==> config.mk <==
export PLATFORM = sky130hd
export DESIGN_NAME = video_pixel_fetch
export DESIGN_NICKNAME = d
export VERILOG_FILES = /design/src/rtl/video_pkg.sv /design/src/rtl/sync_fifo.sv /design/src/rtl/video_pixel_fetch.sv
export SDC_FILE = /design/constraint.sdc
export NUM_CORES = 1
export LEC_CHECK = 0
export ABC_AREA = 0
export CORE_MARGIN = 2
export CORE_UTILIZATION = 48
export DETAILED_ROUTE_END_ITERATION = 7
export PLACE_DENSITY = 0.67
export RECOVER_POWER = 25
export SLEW_MARGIN = 10
export SYNTH_ARGS = -nofsm -noshare
export SYNTH_HDL_FRONTEND = slang
export SYNTH_SLANG_ARGS = --single-unit
==> constraint.sdc <==
create_clock -name clk -period 6.49 [get_ports clk]
set_clock_uncertainty 0.05 [all_clocks]
set_input_delay 1.298 -clock clk [delete_from_list [all_inputs] [get_ports clk]]
set_output_delay 1.298 -clock clk [all_outputs]
set_load 0.01 [all_outputs]
==> src/rtl/video_pkg.sv <==
// Shared types and defaults for the video pixel fetch path.
// RGB565 pixel type, fetch FSM states, default panel geometry.
package video_pkg;

   localparam int HACTIVE_DEF = 240;
   localparam int VACTIVE_DEF = 320;

   typedef logic [15:0] rgb565_t;

   typedef enum logic [1:0] {
      ST_IDLE,
      ST_REQ,
      ST_DRAIN,
      ST_DONE
   } fetch_state_t;

endpackage

==> src/rtl/sync_fifo.sv <==
// Single-clock prefetch FIFO with show-ahead read data.
// Flush empties the FIFO and overrides push/pop in the same cycle.
module sync_fifo #(
   parameter int DATA_W = 16,
   parameter int DEPTH  = 16,
   localparam int AW    = $clog2(DEPTH)
)(
   input  logic              clk,
   input  logic              rst,
   input  logic              flush,
   input  logic              push,
   input  logic [DATA_W-1:0] wdata,
   input  logic              pop,
   output logic [DATA_W-1:0] rdata,
   output logic              full,
   output logic              empty,
   output logic [AW:0]       count
);

   logic [DATA_W-1:0] mem [DEPTH];
   logic [AW-1:0]     wr_ptr;
   logic [AW-1:0]     rd_ptr;
   logic              do_push;
   logic              do_pop;

   assign full    = (count == (AW+1)'(DEPTH));
   assign empty   = (count == '0);
   assign do_push = push & ~full;
   assign do_pop  = pop & ~empty;
   assign rdata   = mem[rd_ptr];

   // Pointer and occupancy bookkeeping.
   always_ff @(posedge clk) begin
      if (rst || flush) begin
         wr_ptr <= '0;
         rd_ptr <= '0;
         count  <= '0;
      end else begin
         if (do_push) wr_ptr <= wr_ptr + AW'(1);
         if (do_pop)  rd_ptr <= rd_ptr + AW'(1);
         count <= count + (AW+1)'(do_push) - (AW+1)'(do_pop);
      end
   end

   // Storage write; contents need no reset.
   always_ff @(posedge clk) begin
      if (do_push && !rst && !flush) mem[wr_ptr] <= wdata;
   end

endmodule

==> src/rtl/video_pixel_fetch.sv <==
// Framebuffer prefetch: reads words into a FIFO and streams them
// out one per dot tick, aligned with the incoming sync signals.
module video_pixel_fetch
   import video_pkg::*;
#(
   parameter int HACTIVE               = HACTIVE_DEF,
   parameter int VACTIVE               = VACTIVE_DEF,
   parameter int DATA_W                = 16,
   parameter int ADDR_W                = 17,
   parameter logic [ADDR_W-1:0] BASE_ADDR = '0,
   parameter int FIFO_DEPTH            = 16
)(
   input  logic              clk,
   input  logic              rst,
   input  logic              dotclk,
   input  logic              hsync,
   input  logic              vsync,
   input  logic              active,
   output logic              mem_req,
   output logic [ADDR_W-1:0] mem_addr,
   input  logic              mem_ack,
   input  logic [DATA_W-1:0] mem_rdata,
   output logic [DATA_W-1:0] pix_rgb,
   output logic              pix_de,
   output logic              pix_hsync,
   output logic              pix_vsync,
   output logic              underflow
);

   localparam int TOTAL = HACTIVE * VACTIVE;
   localparam int CNT_W = $clog2(TOTAL + 1);
   localparam int CW    = $clog2(FIFO_DEPTH) + 1;

   if (longint'(HACTIVE) * longint'(VACTIVE) > (longint'(1) << ADDR_W))
   begin : g_frame_too_big
      $error("frame does not fit in the address space");
   end

   if (FIFO_DEPTH < 2 || (FIFO_DEPTH & (FIFO_DEPTH - 1)) != 0)
   begin : g_depth_not_pow2
      $error("FIFO_DEPTH must be a power of two");
   end

   fetch_state_t      state;
   fetch_state_t      state_n;
   logic [ADDR_W-1:0] addr_n;
   logic [CNT_W-1:0]  cnt;
   logic [CNT_W-1:0]  cnt_n;
   logic              vsync_q;
   logic              dotclk_q;
   logic              frame_start;
   logic              dot_tick;
   logic              push;
   logic              pop;
   logic [DATA_W-1:0] fifo_rdata;
   logic              full;
   logic              empty;
   logic [CW-1:0]     fcount;

   assign frame_start = vsync_q & ~vsync;
   assign dot_tick    = ~dotclk_q & dotclk;
   assign pop         = dot_tick & active & ~empty;

   sync_fifo #(
      .DATA_W (DATA_W),
      .DEPTH  (FIFO_DEPTH)
   ) u_fifo (
      .clk   (clk),
      .rst   (rst),
      .flush (frame_start),
      .push  (push),
      .wdata (mem_rdata),
      .pop   (pop),
      .rdata (fifo_rdata),
      .full  (full),
      .empty (empty),
      .count (fcount)
   );

   // Edge detectors for frame start and dot tick.
   always_ff @(posedge clk) begin
      if (rst) begin
         vsync_q  <= 1'b1;
         dotclk_q <= 1'b1;
      end else begin
         vsync_q  <= vsync;
         dotclk_q <= dotclk;
      end
   end

   // Fetch state, address and word count registers.
   always_ff @(posedge clk) begin
      if (rst) begin
         state    <= ST_IDLE;
         mem_addr <= BASE_ADDR;
         cnt      <= '0;
      end else begin
         state    <= state_n;
         mem_addr <= addr_n;
         cnt      <= cnt_n;
      end
   end

   // Next-state, request and push decisions.
   always_comb begin
      state_n = state;
      addr_n  = mem_addr;
      cnt_n   = cnt;
      mem_req = 1'b0;
      push    = 1'b0;
      unique case (state)
         ST_IDLE, ST_DONE: begin
            if (frame_start) begin
               state_n = ST_REQ;
               addr_n  = BASE_ADDR;
               cnt_n   = '0;
            end
         end
         ST_REQ: begin
            mem_req = (fcount < CW'(FIFO_DEPTH));
            if (frame_start) begin
               if (mem_req && !mem_ack) begin
                  state_n = ST_DRAIN;
               end else begin
                  addr_n = BASE_ADDR;
                  cnt_n  = '0;
               end
            end else if (mem_req && mem_ack) begin
               push   = ~full;
               addr_n = mem_addr + ADDR_W'(1);
               cnt_n  = cnt + CNT_W'(1);
               if (cnt_n == CNT_W'(TOTAL)) state_n = ST_DONE;
            end
         end
         ST_DRAIN: begin
            mem_req = 1'b1;
            if (mem_ack) begin
               state_n = ST_REQ;
               addr_n  = BASE_ADDR;
               cnt_n   = '0;
            end
         end
      endcase
   end

   // Registered pixel output stage and sticky underflow flag.
   always_ff @(posedge clk) begin
      if (rst) begin
         pix_rgb   <= '0;
         pix_de    <= 1'b0;
         pix_hsync <= 1'b1;
         pix_vsync <= 1'b1;
         underflow <= 1'b0;
      end else begin
         if (dot_tick) begin
            pix_de    <= active;
            pix_hsync <= hsync;
            pix_vsync <= vsync;
            pix_rgb   <= (active && !empty) ? fifo_rdata : '0;
         end
         if (frame_start)
            underflow <= 1'b0;
         else if (dot_tick && active && empty)
            underflow <= 1'b1;
      end
   end

endmodule
==> results.md <==
- Status: finished, violations left
- Failing checks: max-capacitance violations, max-slew violations
- Post-CTS Resized: 0
- Clk buf depth: 3
- Antenna violations before repair: 0
- Synthesized cell area: 13,350 sq um
- Largest net degree at the start of global routing: 65
- Fmax: 243.8 MHz
- Initial DRC count: 580
- Die Y: 170.8 um
- Worst reg-to-reg path cell count: 5
- Gr usage total: 0.1915
- Final Setup Violations: 0
- Critical path class: input pin to register
- Vias/cell: 5.658
- Area Overhead vs Synth: 15.75%
- Layout cells sized above 1: 0.1745
- Yosys cell types: 58
- Post-DRT Antenna Nets: 0
- Hold_buf cts: 0
- Total power per unit cell area: 287.5 nW/um^2
- Syn nets: 832
- Starting density of the core: 0.4846
- Clk_lat worst skew: 0.52 ns
- Wire length per cell: 21.44 um
- RSZ-0062 raised after global routing: false
- Gate count of the mapped netlist: 792
- Clk sink count: 331
- Crit. End Element: register
- DP Wirelength: 15,770 um
- Vias in the first global route: 7,073
- FFs w/ async S/R, synth: 0
- Worst EP required: 6.57 ns
- Post-CTS setup buffers: 0
- Area contributors post-synth: edfxtp_1 58%, dfxtp_1 11%, mux4_2 11%
- CTS Buf Count: 35
- Core Footprint: 27,550 sq um
- YS warnings: 0
- Slew @ Worst Pin: 2.506 ns
- GRT overflow: 0
- Number of buffer cells added on primary ports: 60
- LEAKAGE: 0.004842 uW
- Max-capacitance violation count: 1
- Area leader, netlist: edfxtp_1
- Fin crit share: 0.6319
- Fin. Hold Viols: 0
- Worst Path Arrival: 4.18 ns
- Most common cell in the netlist: edfxtp_1
- Number of synthesized flops with an enable pin: 256
- Top_reg_cell synth: edfxtp_1
- Hold path cells: 2
- Register area share after synthesis: 0.6882
- Worst Hold Class: register to register
- Startpoint types: input pin
- Min Clock Period, post-route: 4.101 ns
- Rows: 61
- CTS tree: yes
- FF-to-FF End: pix_rgb[13]$_SDFFE_PP0P_
- Post-route setup TNS: 0 ns
- HP Start: pix_vsync$_SDFFE_PP1P_
- Synthesized area per cell: 16.86 sq um
- H-tree lvl count: 2
- Pins over their slew limit: 53
- Router iterations before antenna repair: 6
- Placer Congestion: 0.8437
- DRC: 0
- Share of the synthesized area in the top cell type: 0.5758
- Worst rel slew slack: -0.6708
- Clock root cell: clkbuf_16
- Die Width: 170.8 um
- First-pass GRT wire length: 41,630 um
- Die area: 29,170 sq um
- Hold endpoint: pix_vsync$_SDFFE_PP1P_
- Via count: 7,169
- Routed wire length: 27,170 um
- Worst R2R Setup Slack: 3.38 ns
- Post-synth top cells: 256 x edfxtp_1, 89 x nor2_1, 75 x dfxtp_1
- Worst vdd ir: 0.2646 mV
- Final core utilization: 0.5609
- Critical path peak fanout: 52
- Seq cells post-synth: 331
- Clk slew on worst S/H paths: 0.06 ns
- I/O pin count: 61
- # nets final: 902
layout make-up:
class                   count  area (sq um)
diodes                      1         2.502
clock buffers              45         913.4
clock inverters            18         215.2
fillers                  2177         12100
inverters                  15         56.30
multi-input cells         404          3896
flip-flops and latches    331          9194
well taps                 378         473.0
repair buffers             75         704.4
worst max-delay path, stage by stage:
cell      delay, ns
buf_2          0.10
clkbuf_1       0.90
or3b_2         0.93
nor2_2         0.92
cell families (layout without fill, tap and decap cells):
group,count (synthesis),in the layout,synth area share
flops,331,331,0.6882
simple gates,190,190,0.07038
compound gates,88,88,0.04292
mux,83,83,0.1418
buf+inv,57,153,0.02315
xor+xnor,26,26,0.01706
other cells,0,1,0
fa+ha+maj,17,17,0.01649
per-stage QoR:
step | instances | hold slack [ns] | total power [uW] | worst slack, ns | instance area (sq um)
final | 1267 | 0.4123 | 4443 | 2.389 | 15450
after CTS | 1266 | 0.4195 | 4493 | 2.823 | 15460
after global routing | 1266 | 0.4427 | 4598 | 2.228 | 15450
after detailed placement | 1203 | 0.4045 | 2536 | 2.299 | 14330
after floorplan | 792 | 0.4151 | 2460 | 3.173 | 13350
after global placement | 1203 | 0.4015 | 2534 | 2.303 | 14330
sequential cells by signal, indices dropped and copies added, names as in the netlist, 2 cells and up, named ones only:
name	count
cnt	17
mem_addr	17
pix_rgb	16
state	2
u_fifo.count	5
u_fifo.mem	256
u_fifo.rd_ptr	4
u_fifo.wr_ptr	4
where the power goes:
part	internal (uW)	leakage [uW]	switching (uW)
Clock	1160	0.000543	789
Sequential	2290	0.00291	10.0
Combinational	64.4	0.00139	124
how the worst max path moves through the flow:
stage | from | to | depth (start not counted)
2_1_floorplan | dotclk | u_fifo.count[4]$_SDFF_PP0_ | 14
3_3_place_gp | dotclk | u_fifo.count[4]$_SDFF_PP0_ | 15
3_5_place_dp | dotclk | u_fifo.count[4]$_SDFF_PP0_ | 15
4_1_cts | dotclk | u_fifo.count[4]$_SDFF_PP0_ | 15
5_1_grt | rst | u_fifo.mem[10][11]$_DFFE_PP_ | 4
6_report | rst | u_fifo.mem[10][1]$_DFFE_PP_ | 4
routing by layer:
layer / share of wire / global-route usage / wire length (um) / up-vias
met2: 0.49 / 0.3109 / 13250 / 189
met1: 0.43 / 0.2636 / 11750 / 3652
li1: - / - / - / 3277
met5: 0 / 0 / 0 / -
met3: 0.054 / 0.03308 / 1454 / 51
met4: 0.026 / 0.06726 / 716 / 0
layout by cell type (no fill, tap or decap), drive strengths merged, types with 6 or more instances in the layout:
master / netlist / routed
nand4: 15 / 15
buf: 28 / 15
ha: 16 / 16
dfxtp: 75 / 75
nor2: 89 / 89
nand3: 11 / 11
nand2b: 7 / 7
xor2: 15 / 15
nor3: 7 / 7
clkbuf: 13 / 46
dlygate4sd3: 0 / 11
inv: 15 / 16
o21ai: 12 / 12
edfxtp: 256 / 256
clkinv: 0 / 11
mux4: 80 / 80
clkdlybuf4s50: 0 / 48
nand2: 23 / 23
xnor2: 11 / 11
a22oi: 21 / 21
and3: 6 / 6
a21oi: 30 / 30
Note: power is estimated with default switching activity, not from simulation.
